--- src/rtl/row_accumulator.sv ---
// Streaming row reduction: sums up to VEC_LEN signed elements into a saturating
// accumulator and presents one registered row sum per row on a valid/ready port.
module row_accumulator #(
    parameter int DATA_WIDTH = 16,
    parameter int ACC_WIDTH  = 24,
    parameter int VEC_LEN    = 8,
    parameter int CNT_WIDTH  = $clog2(VEC_LEN + 1)
) (
    input  logic                  clk,
    input  logic                  rst,
    input  logic                  ebl,
    input  logic                  in_valid,
    output logic                  in_ready,
    input  logic [DATA_WIDTH-1:0] in_data,
    input  logic                  in_last,
    output logic                  out_valid,
    input  logic                  out_ready,
    output logic [ACC_WIDTH-1:0]  out_sum,
    output logic [CNT_WIDTH-1:0]  out_count,
    output logic                  out_sat
);

    typedef enum logic [1:0] {IDLE, ACC, OUT} state_t;

    localparam logic [ACC_WIDTH-1:0] ACC_MAX = {1'b0, {(ACC_WIDTH-1){1'b1}}};
    localparam logic [ACC_WIDTH-1:0] ACC_MIN = {1'b1, {(ACC_WIDTH-1){1'b0}}};
    localparam logic [CNT_WIDTH-1:0] CNT_ONE = CNT_WIDTH'(1);
    localparam logic [CNT_WIDTH-1:0] CNT_MAX = CNT_WIDTH'(VEC_LEN);

    state_t                 state_reg;
    logic [ACC_WIDTH-1:0]   acc_reg;
    logic [CNT_WIDTH-1:0]   cnt_reg;
    logic                   sat_reg;

    logic [ACC_WIDTH:0]     data_ext;
    logic [ACC_WIDTH:0]     sum_wide;
    logic                   ovf;
    logic [ACC_WIDTH-1:0]   sum_clamped;
    logic [ACC_WIDTH-1:0]   acc_next;
    logic [CNT_WIDTH-1:0]   cnt_next;
    logic                   sat_next;
    logic                   take;
    logic                   end_of_row;

    // in_ready depends only on ebl and registered state, never on in_valid.
    assign in_ready = ebl && (state_reg != OUT);
    assign take     = in_valid && in_ready;

    always_comb begin
        data_ext = {{(ACC_WIDTH + 1 - DATA_WIDTH){in_data[DATA_WIDTH-1]}}, in_data};
        sum_wide = {acc_reg[ACC_WIDTH-1], acc_reg} + data_ext;
        // One guard bit: the top two bits disagree exactly when the sum left range.
        ovf      = sum_wide[ACC_WIDTH] ^ sum_wide[ACC_WIDTH-1];
        if (!ovf) begin
            sum_clamped = sum_wide[ACC_WIDTH-1:0];
        end else if (sum_wide[ACC_WIDTH]) begin
            sum_clamped = ACC_MIN;
        end else begin
            sum_clamped = ACC_MAX;
        end

        if (state_reg == IDLE) begin
            acc_next = data_ext[ACC_WIDTH-1:0];
            cnt_next = CNT_ONE;
            sat_next = 1'b0;
        end else begin
            acc_next = sum_clamped;
            cnt_next = cnt_reg + CNT_ONE;
            sat_next = sat_reg | ovf;
        end
        end_of_row = in_last || (cnt_next == CNT_MAX);
    end

    always_ff @(posedge clk or posedge rst) begin
        if (rst) begin
            state_reg <= IDLE;
            acc_reg   <= '0;
            cnt_reg   <= '0;
            sat_reg   <= 1'b0;
            out_valid <= 1'b0;
            out_sum   <= '0;
            out_count <= '0;
            out_sat   <= 1'b0;
        end else begin
            case (state_reg)
                IDLE, ACC: begin
                    if (take) begin
                        acc_reg <= acc_next;
                        cnt_reg <= cnt_next;
                        sat_reg <= sat_next;
                        if (end_of_row) begin
                            state_reg <= OUT;
                            out_valid <= 1'b1;
                            out_sum   <= acc_next;
                            out_count <= cnt_next;
                            out_sat   <= sat_next;
                        end else begin
                            state_reg <= ACC;
                        end
                    end
                end
                OUT: begin
                    // Output handshake ignores ebl so a held row can always drain.
                    if (out_ready) begin
                        state_reg <= IDLE;
                        out_valid <= 1'b0;
                        acc_reg   <= '0;
                        cnt_reg   <= '0;
                        sat_reg   <= 1'b0;
                    end
                end
                default: state_reg <= IDLE;
            endcase
        end
    end

endmodule

--- config.mk ---
export PLATFORM = sky130hd
export DESIGN_NAME = row_accumulator
export DESIGN_NICKNAME = d
export VERILOG_FILES = /design/src/rtl/row_accumulator.sv
export SDC_FILE = /design/constraint.sdc
export NUM_CORES = 1
export LEC_CHECK = 0
export BUFFER_PORTS_ARGS = -buffer_cell sky130_fd_sc_hd__buf_2
export CORE_MARGIN = 3
export CORE_UTILIZATION = 50
export CTS_CLUSTER_DIAMETER = 80
export CTS_CLUSTER_SIZE = 25
export DETAILED_ROUTE_END_ITERATION = 10
export GPL_TIMING_DRIVEN = 1
export PLACE_DENSITY_LB_ADDON = 0.1
export SLEW_MARGIN = 25
export SYNTH_ARGS = -nofsm -noshare
export SYNTH_HDL_FRONTEND = slang
export SYNTH_SLANG_ARGS = --single-unit
--- constraint.sdc ---
create_clock -name clk -period 7.18 [get_ports clk]
set_clock_uncertainty 0.2 [all_clocks]
set_input_delay 1.436 -clock clk [delete_from_list [all_inputs] [get_ports clk]]
set_output_delay 1.436 -clock clk [all_outputs]
set_load 0.005 [all_outputs]
==> results of run 1 <==
-- logic make-up (layout without fill, tap and decap cells) --
logic type,Yosys count,after routing,share of synthesized area
simple gates,179,179,0.1891
flops,61,61,0.3649
buf+inv,34,81,0.03679
compound gates,160,160,0.2770
mux,3,3,0.008674
fa+ha+maj,26,26,0.07957
xor+xnor,21,21,0.04397
-- path summary, 6_finish.rpt --
check | endpoint | slack, ns | cells past startpoint
max in group asynchronous | acc_reg[13]$_DFFE_PP0P_ | 4.97 | 3
min in group asynchronous | cnt_reg[2]$_DFFE_PP0P_ | 0.87 | 2
hold / removal | out_count[3]$_DFFE_PP0P_ | 0.27 | 2
setup reg to reg | out_sum[22]$_DFFE_PP0P_ | 3.46 | 11
hold reg to reg | out_count[3]$_DFFE_PP0P_ | 0.27 | 2
setup / recovery | out_sum[22]$_DFFE_PP0P_ | 2.64 | 12
-- cell type report --
class | count | share of cell area
clock buffer | 10 | 0.02922
clock inverter | 6 | 0.01833
inverter | 9 | 0.007171
multi-input combinational | 389 | 0.5325
sequential | 61 | 0.3240
tap | 102 | 0.02709
timing repair buffer | 56 | 0.06162
-- power groups by stage --
stage | Sequential (W) | Combinational [W] | Clock, W
floorplan | 0.000555 | 0.000809 | 0
global placement | 0.000566 | 0.00107 | 0
detailed placement | 0.000566 | 0.00108 | 0
CTS | 0.000561 | 0.00109 | 0.000360
global route | 0.000579 | 0.00122 | 0.000376
finish | 0.000562 | 0.00110 | 0.000353
-- layer usage --
layer  wire length (um)  global-route usage  part of all wire  vias to the layer above
met3                793             0.03374             0.068                       17
met4                174             0.06922             0.015                        0
li1                   -                   -                 -                     1882
met5                  0                   0                 0                        -
met1               5602              0.3664              0.48                     1881
met2               5166              0.3685              0.44                      150
-- cell usage in the layout, fill, tap and decap left out, types with 11 or more instances in the layout --
cell and n:
nand2_1 75, dfrtp_1 61, nor2_1 54, buf_2 52
o21ai_0 33, a21oi_1 28, ha_1 25, nand3_1 13
nor3_1 11, xnor2_1 11
-- worst max-delay path: cells and delay by family --
family          cells  cell delay (ns)
compound gates      6             2.12
simple gates        2             0.37
buf+inv             2             0.19
fa+ha+maj           2             0.44
-- metrics by stage --
stage / util / worst slack (ns) / cell area [um^2]
after CTS: 0.5942 / 2.673 / 4711
final: 0.5942 / 2.637 / 4711
after global placement: 0.5660 / 2.413 / 4487
after detailed placement: 0.5660 / 2.306 / 4487
after floorplan: - / 3.148 / 4183
after global routing: 0.5942 / 2.429 / 4711
==> impl_results.md, run 1 <==
- Antenna viol nets, final: 0
- Total power: a little over 0.002 W
- 1st-pass router iterations: 5
- Clk buf depth: 2
- Rel. slew slack: 0.3319
- Die Height: 97.47 um
- # hold bufs at CTS: 0
- Net Count, Synth: between 500 and 600
- Die width: between 90 and 100 um
- GRT Util Overall: 0.2446
- Sequential power share: 0.279
- Clock root cell: clkbuf_8
- Tcrit/Tclk final: 0.6327
- Num CTS Buffers: 9
- Area grow syn2layout: 12.62%
- Rows: 32
- Largest net degree at the start of global routing: 45
- CTS tree: built
- LEAKAGE: around 2.2 nW
- Routed via count: around 4k
- Worst Setup Path Type: in2reg
- Starting density of the core: 0.5276
- Clock transition at path regs: about 0.08 ns
- Unrepaired setup endpoints after global routing: false
- Max Slew Vio Count: 0
- Top cell type by total area after synthesis: dfrtp_1
- Switching Share: 0.4409
- Initial antenna violation count: 0
- Max-Cap Viols: 0
- Register area share after synthesis: 0.3649
- Final Hold Vio Count: 0
- Syn Inst Count: 484
- Slowest cell on crit path: o311a_1
- DRC violations left: 0
- Setup TNS: 0 ns
- N_diodes: 0
- Multi-input gate area: 2509 um^2
- First-pass GRT wire length: 19.05 mm
- CP Cell Sequence: buf_2, ha_1, inv_1, fa_1, nor2b_1, o31a_1, o211a_1, o211a_1, nor3_2, o311a_1, o21ai_1, a22o_1
- Final WL: between 10 and 15 mm
- Filler cells: 725
- Clk_lat worst skew: roughly 0.34 ns
- Total clock sinks: about 60
- Comb power frac: 0.546
- Syn avg cell area: just under 9 um^2
- Post-cts sizing count: 0
- Placed Instances: 617
- CP dominant cell by count: o211a_1
- Total grt overflow: 0
- Register area: roughly 1500 um^2
- Sw Pwr: 0.0008878 W
- Critical Path RT: just over 7 ns
- Actual slew at the worst max-slew pin: around 1 ns
- Gpl congestion: around 0.9
- Cell Pwr Density: approximately 430 nW/um^2
- Number of global-route vias before repair: 3674
- Crit path from: in_data[0]
- Worst-path maximum fanout: 20
- Crit path largest cell delay: 0.84 ns
- Placeable Area: between 7000 and 8000 um^2
- EDFF count, synth: 0
- Hold slack: 0.2748 ns
- Die ar.: ~9500 um^2
- Internal power: ~0.0011 W
- Fmax: around 220 MHz
- # H-tree levels: 3
- Buffer count from post-CTS setup fixing: 0
- Setup-failing EPs final: 0
- Clock power share: 0.175
- Synthesized area: about 4200 um^2
- CP arrival: about 4.6 ns
- Post-layout min period: 4.543 ns
- Non-filler instance count after layout: approximately 630
- Outcome: finished clean
- HP Start: out_count[3]$_DFFE_PP0P_
- Min-Delay Path Class: reg2reg
- Reg2reg start: acc_reg[0]$_DFFE_PP0P_
- Most frequent cell after synthesis: nand2_1
- Post-synth top flop: dfrtp_1
- Ports: 53
- Ys async rst share: 1.000
- Via density: 6.209
- 1st-iter DRT viols: 192
- Peak VDD IR: approximately 0.18 mV
- Synth unique cells: 60
- HPWL after detailed placement: 8.361 mm
- Synth Register Bits: a little over 60
- Wire length per cell: between 15 and 20 um
- Area share of the largest cell type after synthesis: 0.3649
- Critical path endpoint category: flip-flop
- Critical Path Source Type: input port
- PortBufs: between 50 and 60
- Fin nets: roughly 570
- Syn. warnings: 0
- Share of post-route cells with drive strength above 1: 0.1638
- Top cells by count, synth: 75 x nand2_1, 61 x dfrtp_1, 54 x nor2_1
- Synth area leaders: dfrtp_1 36%, ha_1 7.5%, nand2_1 6.7%
No activity file was read; power rests on OpenSTA's default activity.
==> inputs of run 2 (changes only) <==
- clock period: 7.18 -> 3.8 ns (I/O delays scaled with it)
==> run 2 against run 1 <==
Against the previous run: largest power group unchanged; highest routed layer unchanged; design area is 3.1% higher; sequential power is 90% higher; wire length is 1.1% higher.
==> impl_results.md, run 2 (synthesis results as in run 1) <==
- Outcome: finished clean
- Crit path largest cell delay: 0.31 ns (-0.53 ns)
- Critical path endpoint category: flip-flop
- Clock root cell: clkbuf_8
- Die ar.: 9499 um^2 (unchanged)
- Sw Pwr: 0.001730 W (+95%)
- PortBufs: 52 (unchanged)
- Initial antenna violation count: 0 (unchanged)
- Max-Cap Viols: 0 (unchanged)
- Cell Pwr Density: 802.4 nW/um^2 (+88%)
- 1st-iter DRT viols: 252 (+31%)
- Via density: 6.165 (-0.69%)
- CP arrival: 3.41 ns (-1.16 ns)
- Ports: 53 (unchanged)
- Gpl congestion: 0.8584 (-3.0%)
- Largest net degree at the start of global routing: 41 (-8.9%)
- Filler cells: 735 (+1.4%)
- Clk buf depth: 2 (unchanged)
- Clock transition at path regs: 0.08 ns (about the same)
- Multi-input gate area: 2509 um^2 (unchanged)
- # H-tree levels: 3 (unchanged)
- GRT Util Overall: 0.2544 (+0.009794)
- Max Slew Vio Count: 0 (unchanged)
- Tcrit/Tclk final: 0.8863
- Met2 wire length: 5.338 mm (+3.3%)
- LEAKAGE: 2.281 nW (+4.4%)
- N_diodes: 0 (unchanged)
- CP dominant cell by count: o221ai_1
- Clock power share: 0.158 (-0.017)
- Rel. slew slack: 0.4797 (+0.1478)
- Total clock sinks: 61 (unchanged)
- Area grow syn2layout: 16.12%
- Metal1 wirelength: 5.765 mm (+2.9%)
- Antenna viol nets, final: 0 (unchanged)
- Final Hold Vio Count: 0 (unchanged)
- CTS tree: built
- Internal power: 0.002167 W (+92%)
- Most frequent cells in the layout: 75 x nand2_1, 61 x dfrtp_1, 54 x nor2_1, 52 x buf_2, 33 x o21ai_0
- Critical Path Source Type: input port
- Num CTS Buffers: 9 (unchanged)
- Clk_lat worst skew: 0.35 ns (about the same)
- CP Buf/Inv Count: 2 (unchanged)
- Fin nets: 594 (+3.5%)
- First-pass GRT wire length: 19.83 mm (+4.1%)
- Share of post-route cells with drive strength above 1: 0.1942 (+0.03035)
- Final WL: 11.86 mm (+1.1%)
- Die width: 97.47 um (unchanged)
- Sequential power share: 0.275 (-0.004)
- Buffer count from post-CTS setup fixing: 0 (unchanged)
- Setup TNS: 0 ns (unchanged)
- Slowest cell on crit path: ha_1
- Routed length on met3: 597 um (-25%)
- # hold bufs at CTS: 0 (unchanged)
- Number of global-route vias before repair: 3860 (+5.1%)
- 1st-pass router iterations: 5 (unchanged)
- Rows: 32 (unchanged)
- Commonest non-fill, non-tap cell in the layout: nand2_1
- Die Height: 97.47 um (unchanged)
- Worst-path maximum fanout: 11 (-45%)
- Pre-CTS WS: 0.06120 ns (-2.245 ns)
- Fmax: around 300 MHz
- Crit-path leading delay family: compound AO/OA/AOI/OAI gates
- Unrepaired setup endpoints after global routing: false
- Critical Path RT: 3.85 ns (-3.36 ns)
- Placeable Area: 7928 um^2 (unchanged)
- Uppermost routed layer: met4
- Routed via count: 4026 (+2.4%)
- Min-Delay Path Class: in2async
- CP Cell Sequence: buf_2, ha_1, a21oi_4, nor2_1, a211oi_1, o221ai_1, or2_0, buf_4, o311ai_4, nand2_1, o221ai_1
- Starting density of the core: 0.5276 (unchanged)
- Total grt overflow: 0 (unchanged)
- Wire length per cell: 18.17 um (-2.0%)
- Slack of the critical path: 0.4319 ns (-2.205 ns)
- Comb power frac: 0.567 (+0.021)
- Peak VDD IR: 0.3681 mV (+110%)
- Register area: 1526 um^2 (unchanged)
- DRC violations left: 0 (unchanged)
- Actual slew at the worst max-slew pin: 0.7723 ns (-0.2261 ns)
- Setup-failing EPs final: 0 (unchanged)
- HPWL after detailed placement: 8.800 mm (+5.3%)
- Post-cts sizing count: 0 (unchanged)
- Switching Share: 0.4440 (+0.003127)
- Post-layout min period: 3.368 ns
- Worst Setup Path Type: in2reg
run 2: power by group through the flow:
stage	Clock [W]	Sequential, W	Combinational, W
final	0.000615	0.00107	0.00221
after global routing	0.000654	0.00110	0.00245
after CTS	0.000626	0.00107	0.00218
after detailed placement	0	0.00108	0.00217
after global placement	0	0.00108	0.00214
after floorplan	0	0.00105	0.00153
run 2: worst paths after layout:
path                                           from                        to  slack, ns  depth (start not counted)
max                                     in_data[15]    acc_reg[2]$_DFFE_PP0P_       0.43                         11
min                                             rst    cnt_reg[2]$_DFFE_PP0P_       0.21                          2
max reg2reg                  acc_reg[0]$_DFFE_PP0P_    acc_reg[8]$_DFFE_PP0P_       0.58                         11
min reg2reg                out_count[3]$_DFFE_PP0P_  out_count[3]$_DFFE_PP0P_       0.27                          2
max in group asynchronous                       rst    out_sum[5]$_DFFE_PP0P_       2.27                          3
min in group clk           out_count[3]$_DFFE_PP0P_  out_count[3]$_DFFE_PP0P_       0.27                          2
run 2: worst reg2reg max path: cells and delay by family (launching register included):
family / cells / cell delay, ns
AO/OA/AOI/OAI: 4 / 1.16
AND/OR/NAND/NOR: 3 / 0.51
adder cells (fa/ha/maj): 2 / 0.43
flip-flops: 1 / 0.39
multiplexers: 1 / 0.35
buffers and inverters: 1 / 0.08
run 2: through the flow:
step	power [W]	utilization	hold slack, ns	cell area [um^2]	cells
CTS	0.003878	0.6127	0.2220	4857	653
global route	0.004208	0.6127	0.2470	4857	653
floorplan	0.002576	-	0.2538	4183	484
detailed placement	0.003250	0.5865	0.2573	4649	637
global placement	0.003213	0.5865	0.2553	4649	637
finish	0.003897	0.6127	0.2147	4857	653
run 2: per-layer routing:
| layer | global-route usage | up-vias |
|---|---|---|
| li1 | - | 1919 |
| met1 | 0.3785 | 1951 |
| met2 | 0.3901 | 142 |
| met3 | 0.03302 | 14 |
| met4 | 0.06709 | 0 |
| met5 | 0 | - |
run 2: area by class of cell:
| class | count | area share |
|---|---|---|
| clock buffer | 10 | 0.02834 |
| clock inverter | 6 | 0.01443 |
| inverter | 9 | 0.006955 |
| multi-input combinational | 389 | 0.5165 |
| sequential | 61 | 0.3143 |
| tap | 102 | 0.02628 |
| timing repair buffer | 76 | 0.09325 |
